$ cat src/rtl/router_fifo.sv
// Per-port output FIFO of the 1x3 router: stores {header flag, byte}, returns bytes on
// read and tracks packet boundaries from the header length field to pulse pkt_end.
module router_fifo #(
  parameter int DEPTH = 16,
  parameter int WIDTH = 8
) (
  input  logic             clock,
  input  logic             reset,
  input  logic             soft_reset,
  input  logic             write_enb,
  input  logic             read_enb,
  input  logic             lfd_state,
  input  logic [WIDTH-1:0] data_in,
  output logic [WIDTH-1:0] data_out,
  output logic             full,
  output logic             empty,
  output logic             pkt_end
);
  localparam int AW = $clog2(DEPTH);
  localparam logic [AW:0] PTR_ONE = (AW+1)'(1);

  logic [WIDTH:0] mem [DEPTH];
  logic [AW:0]    wr_ptr, rd_ptr;
  logic [6:0]     count;
  logic           lfd_d;
  logic [WIDTH:0] rd_word;
  logic           do_wr, do_rd;

  // Pointers carry an extra wrap bit so full and empty are distinguishable.
  assign empty   = (wr_ptr == rd_ptr);
  assign full    = (wr_ptr[AW-1:0] == rd_ptr[AW-1:0]) && (wr_ptr[AW] != rd_ptr[AW]);
  assign do_wr   = write_enb && !full;
  assign do_rd   = read_enb && !empty;
  assign rd_word = mem[rd_ptr[AW-1:0]];

  always_ff @(posedge clock) begin
    if (reset) begin
      for (int i = 0; i < DEPTH; i++) mem[i] <= '0;
      wr_ptr   <= '0;
      rd_ptr   <= '0;
      count    <= '0;
      lfd_d    <= 1'b0;
      data_out <= '0;
      pkt_end  <= 1'b0;
    end else if (soft_reset) begin
      wr_ptr   <= '0;
      rd_ptr   <= '0;
      count    <= '0;
      lfd_d    <= 1'b0;
      data_out <= '0;
      pkt_end  <= 1'b0;
    end else begin
      // The header byte reaches data_in one cycle after lfd_state.
      lfd_d   <= lfd_state;
      pkt_end <= 1'b0;
      if (do_wr) begin
        mem[wr_ptr[AW-1:0]] <= {lfd_d, data_in};
        wr_ptr <= wr_ptr + PTR_ONE;
      end
      if (do_rd) begin
        data_out <= rd_word[WIDTH-1:0];
        rd_ptr   <= rd_ptr + PTR_ONE;
        if (rd_word[WIDTH]) begin
          // Payload length plus the trailing parity byte.
          count <= {1'b0, rd_word[7:2]} + 7'd1;
        end else if (count != 7'd0) begin
          count   <= count - 7'd1;
          pkt_end <= (count == 7'd1);
        end
      end
    end
  end
endmodule

$ cat config.mk
export PLATFORM = sky130hd
export DESIGN_NAME = router_fifo
export DESIGN_NICKNAME = d
export VERILOG_FILES = /design/src/rtl/router_fifo.sv
export SDC_FILE = /design/constraint.sdc
export NUM_CORES = 1
export LEC_CHECK = 0
export ABC_AREA = 1
export CORE_MARGIN = 4
export CORE_UTILIZATION = 35
export DETAILED_ROUTE_END_ITERATION = 8
export GPL_TIMING_DRIVEN = 0
export PLACE_DENSITY = 0.64
export SETUP_SLACK_MARGIN = 0.15
export SYNTH_ARGS = -nofsm -noshare
export SYNTH_HDL_FRONTEND = slang
export SYNTH_SLANG_ARGS = --single-unit
$ cat constraint.sdc
create_clock -name clock -period 2.12 [get_ports clock]
set_clock_uncertainty 0.15 [all_clocks]
set_input_delay 0.318 -clock clock [delete_from_list [all_inputs] [get_ports clock]]
set_output_delay 0.318 -clock clock [all_outputs]
set_load 0.05 [all_outputs]
Word-level counts from Yosys, hierarchy flattened
Memory sizes are Yosys's and may differ from the RTL's. A register that Yosys moved wholly into a read port is not among the register bits.
Index checks and enable logic that the tools add are counted.

operators by class
  add/sub/neg operators = 4
  equality and inequality tests = 4
  multiplexer cells = 13
  bitwise logic cells = 2
  reductions and logical operators = 11

operators by type and width
  operator                                                            count
  7-bit 2-to-1 mux                                                    2
  4-bit 2-to-1 mux                                                    3
  5-bit by 1-bit adder with 5-bit output, second input constant       2
  9-bit 2-to-1 mux                                                    1
  9-bit OR reduction                                                  1
  6-bit by 1-bit adder with 7-bit output, second input constant       1
  7-bit by 1-bit == test with 1-bit output, second input constant     1
  1-bit 2-to-1 mux                                                    7
  7-bit nonzero test                                                  1
  7-bit by 1-bit subtractor with 7-bit output, second input constant  1
  5-bit == test                                                       1
  5-bit OR reduction                                                  1
  4-bit == test                                                       1
  1-bit logical AND                                                   3
  1-bit logical NOT                                                   2
  1-bit inverter                                                      2
  2-bit AND reduction                                                 1
  2-bit nonzero test                                                  1
  2-bit OR reduction                                                  1
  1-bit inequality test                                               1

storage, ports and cells
  flip-flop bits (word level) = 27
  bits in writable memories = 144
  input bits = 14
  output and inout port bits = 11
  logic and storage cells = 41
  memories kept = 1

memories
  memory  words  bits a word  rd ports  clocked after Yosys merged registers in  write ports  RTL line  RTL
  mem     16     9            1         1                                        16           22        logic [WIDTH:0] mem [DEPTH];

Logic depth before layout (Yosys ltp)
  depth after elaboration = 10
  depth in mapped cells = 16
  gate-level depth less buffers = 13

Worst setup path before layout
Ideal clock, no wire load.

  path type = reg2reg
  start = register wr_ptr[1]
  end = memory mem[12][0] in the netlist's numbering (enable)
  library setup time = 0.309 ns
  arrival time = 1.622 ns
  data required time = 1.661 ns
  setup slack = 0.039 ns
  cell stages (with the launch flop) = 11
  path buffers = 0
  period minus slack after synthesis = 2.081 ns
  path through = dfxtp_1 -> xor2_1 -> nor2_1 -> nand2_1 -> or2_2 -> nand2_2 -> nor2_4 -> inv_4 -> nor2_8 -> nand2_4 -> nand2_1

RTL lines
  what                    RTL line  RTL
  from (decl)             23        logic [AW:0] wr_ptr, rd_ptr;
  from (signal assigned)  58        wr_ptr <= wr_ptr + PTR_ONE;
  to (decl)               22

==> flow_summary.ini <==
[status]
status = complete, but fails checks
violations = negative setup slack

[floorplan]
num_rows = 56
ios = 25
core-area_um2 = 23400
die_h_um = 161.9
dieArea_um2 = 26210
die_w_um = 161.9
initial_core_util_pct = 35.42

[timing]
setup_slack_ns = -0.07300
maxSlewHeadroom_pct = 27.10
hold_viol = 0
setup_viol = 82
tightest_slew_ns = 1.093
layout_min_cycle_time_ns = 2.193
max_freq_mhz = 456.0
tns_ns = -1.770
rsz0062_at_grt = yes
slew_viol_final = 0
period_share_pct = 103.4

[route]
routed_wl_mm = 31.19
dr.pass1.iters = 7
dr_total_vias = 7732
ant_nets = 0
via_per_inst = 5.559
routed-wl-met2_mm = 14.82
met1_length_mm = 11.10
routed.top_layer = met4
drt_iter0_markers = 1067
wl_per_cell_um = 22.42
met3_length_mm = 3.239
drc = 0

[worst_setup_path]
critPathRequiredTime_ns = 2.10
cp-start-kind = flip-flop
arrival_ns = 2.17
cp_slowest_cell = nand3_2
rr_worst_depth = 5
crit_type = flip-flop to flip-flop
crit_family = simple AND/OR/NAND/NOR gates
cp_slowest_stage_delay_ns = 0.45
cp_cell_sequence = buf_4 -> ha_1 -> clkbuf_1 -> nand3_2 -> nand2_4
critPathCaptureType = flip-flop
cp.buffers_inverters = 2
crit_cells = 5
worstPathMaxFanout = 10

[synthesis]
synth_sequential_area_ratio_pct = 59.65
syn_inst = 901
syn_avg_cell_area_um2 = 9.200
synth_top_area_share_pct = 52.17
yosys_register_bits = 175
synth_cell_type_count = 34
yosysTopAreaCell = edfxtp_1
syn_nets = 924
netlist_area_um2 = 8289
ys_warn_count = 0
synth_area_leaders = edfxtp_1, nor2_1, nand2_1

[layout]
diodes = 0
drive_above_1_share_pct = 39.93
fin_nets = 1082
fillCellCount = 1872
area_growth_pct = 52.33
final_common_cell = edfxtp_1
layout_common_cells = edfxtp_1, nand2_1, nor2_1
stdcell_area_um2 = 12630

[power]
combPwrFrac_pct = 13.3
ir_worst_vdd_uv = 429.0
sw_frac_of_total_pct = 26.94
power.switching_uw = 2164
clock_power_share_pct = 38.5
powerDensity_nw_per_um2 = 636.1
leakage_uw = 0.004970
pwr-share-seq_pct = 48.1
finalPower_uw = 8033
intPower_uw = 5868

[job]
drv_cap = 0

[clock_tree]
cts_max_path_buffers = 2
clock_sinks = 175
clk_latency_ns = 0.44
cts_max_level = 4
clkSlewWorstSetupHoldPaths_ns = 0.07
ctsHoldBuffers = 0
cts_tree = yes
numCtsBuffers = 17
cts_root_buffer = clkbuf_16

[placement]
dpl-instance-area_um2 = 8999
place_congestion = 0.8974
hpwl_mm = 15.95
port_buffers = 24
pre_cts_slack_ns = -0.8873

[min_path]
hold_class = primary input to flip-flop
hold_depth = 3

[global_route]
antenna_found_initial = 0
grt_pass1_vias = 6906
grt_pass1_wl_mm = 40.73
grt_usage_pct = 20.64
grt_overflow = 0
grt_start_max_net_pins = 19
-- worst paths after layout --
| check | start | endpoint | slack (ns) |
|---|---|---|---|
| worst min-delay path | lfd_state | lfd_d | 0.26 |
| worst max register to register | wr_ptr[1] | mem[7][7] | -0.07 |
| worst max-delay path | wr_ptr[1] | mem[7][7] | -0.07 |
| worst min register to register | wr_ptr[4] | wr_ptr[4] | 0.33 |
-- repair_timing --
action / CTS / global route
gates cloned: 22 / 4
pin swaps: 44 / 83
gates resized for setup: 246 / 254
endpoints found under the hold margin: 0 / 0
buffers inserted: 37 / 52
setup endpoints to repair: 312 / 298
-- registers in the layout, indices dropped and copies added (netlist names), named ones only --
name      cells
mem         144
rd_ptr        5
pkt_end       1
data_out      8
lfd_d         1
wr_ptr        5
count         7
-- cell families (layout without fill, tap and decap cells) --
family / Yosys count / after routing / share of synthesized area, %
AOI/OAI and AO/OA: 95 / 95 / 6.355
xor gates and xnor gates: 10 / 10 / 1.057
adders and majority gates: 9 / 9 / 1.359
buffers and inverters: 124 / 276 / 6.309
DFF: 175 / 175 / 59.65
and+or+nand+nor: 488 / 507 / 25.27
-- power groups by stage --
stage / Sequential (uW) / Clock [uW] / Combinational [uW]
after floorplan: 3940 / 0 / 380
after global placement: 3930 / 0 / 616
after detailed placement: 3930 / 0 / 622
after CTS: 3850 / 3050 / 820
after global routing: 3870 / 3200 / 1110
final: 3860 / 3100 / 1070
-- per-stage QoR --
stage	std cells	hold WS [ns]	util, %
3_5_place_dp	1244	0.3214	38.45
4_1_cts	1335	0.2652	47.65
5_1_grt	1391	0.2696	53.96
2_1_floorplan	901	0.2802	-
6_report	1391	0.2618	53.96
3_3_place_gp	1244	0.3197	38.45
-- synthesized netlist by cell type --
cell type / count
nor3b_1: 1
o21ai_1: 2
o22ai_1: 3
buf_4: 5
nand2_2: 2
dfxtp_1: 31
nand2_1: 181
o211ai_1: 7
or2_2: 1
buf_2: 17
o21ai_0: 50
xor2_1: 7
nor2_4: 1
edfxtp_1: 144
clkinv_1: 2
nand2_4: 12
nor2_1: 204
buf_6: 2
xnor2_1: 3
nand3_1: 78
a21oi_1: 21
a211oi_1: 1
clkbuf_1: 18
o221ai_1: 5
ha_1: 9
inv_2: 2
o31ai_1: 1
buf_1: 1
a31oi_1: 5
inv_1: 76
inv_4: 1
nor3_1: 4
nand4_1: 1
nor2_8: 3
-- metal layers --
layer,global-route usage [%],up-vias
li1,-,3321
met1,25.78,3751
met2,33.33,518
met3,5.151,142
met4,10.53,0
met5,0,-
-- area by class of cell --
cell class                      count  area [um2]  share of cell area (%)
Timing Repair Buffer              120        1330                   10.53
Tap cell                          319       399.1                   3.161
Sequential cell                   175        4966                   39.33
Clock inverter                     10       73.82                  0.5846
Buffer                             43       471.7                   3.736
Clock buffer                       22       495.5                   3.924
Multi-Input combinational cell    621        4538                   35.94
Inverter                           81       352.8                   2.794
-- worst min-delay path, cell delays in order --
cell             delay, ns
clkdlybuf4s50_1       0.40
inv_1                 0.05
nor2_1                0.03
No activity file was read; power rests on OpenSTA's default activity.
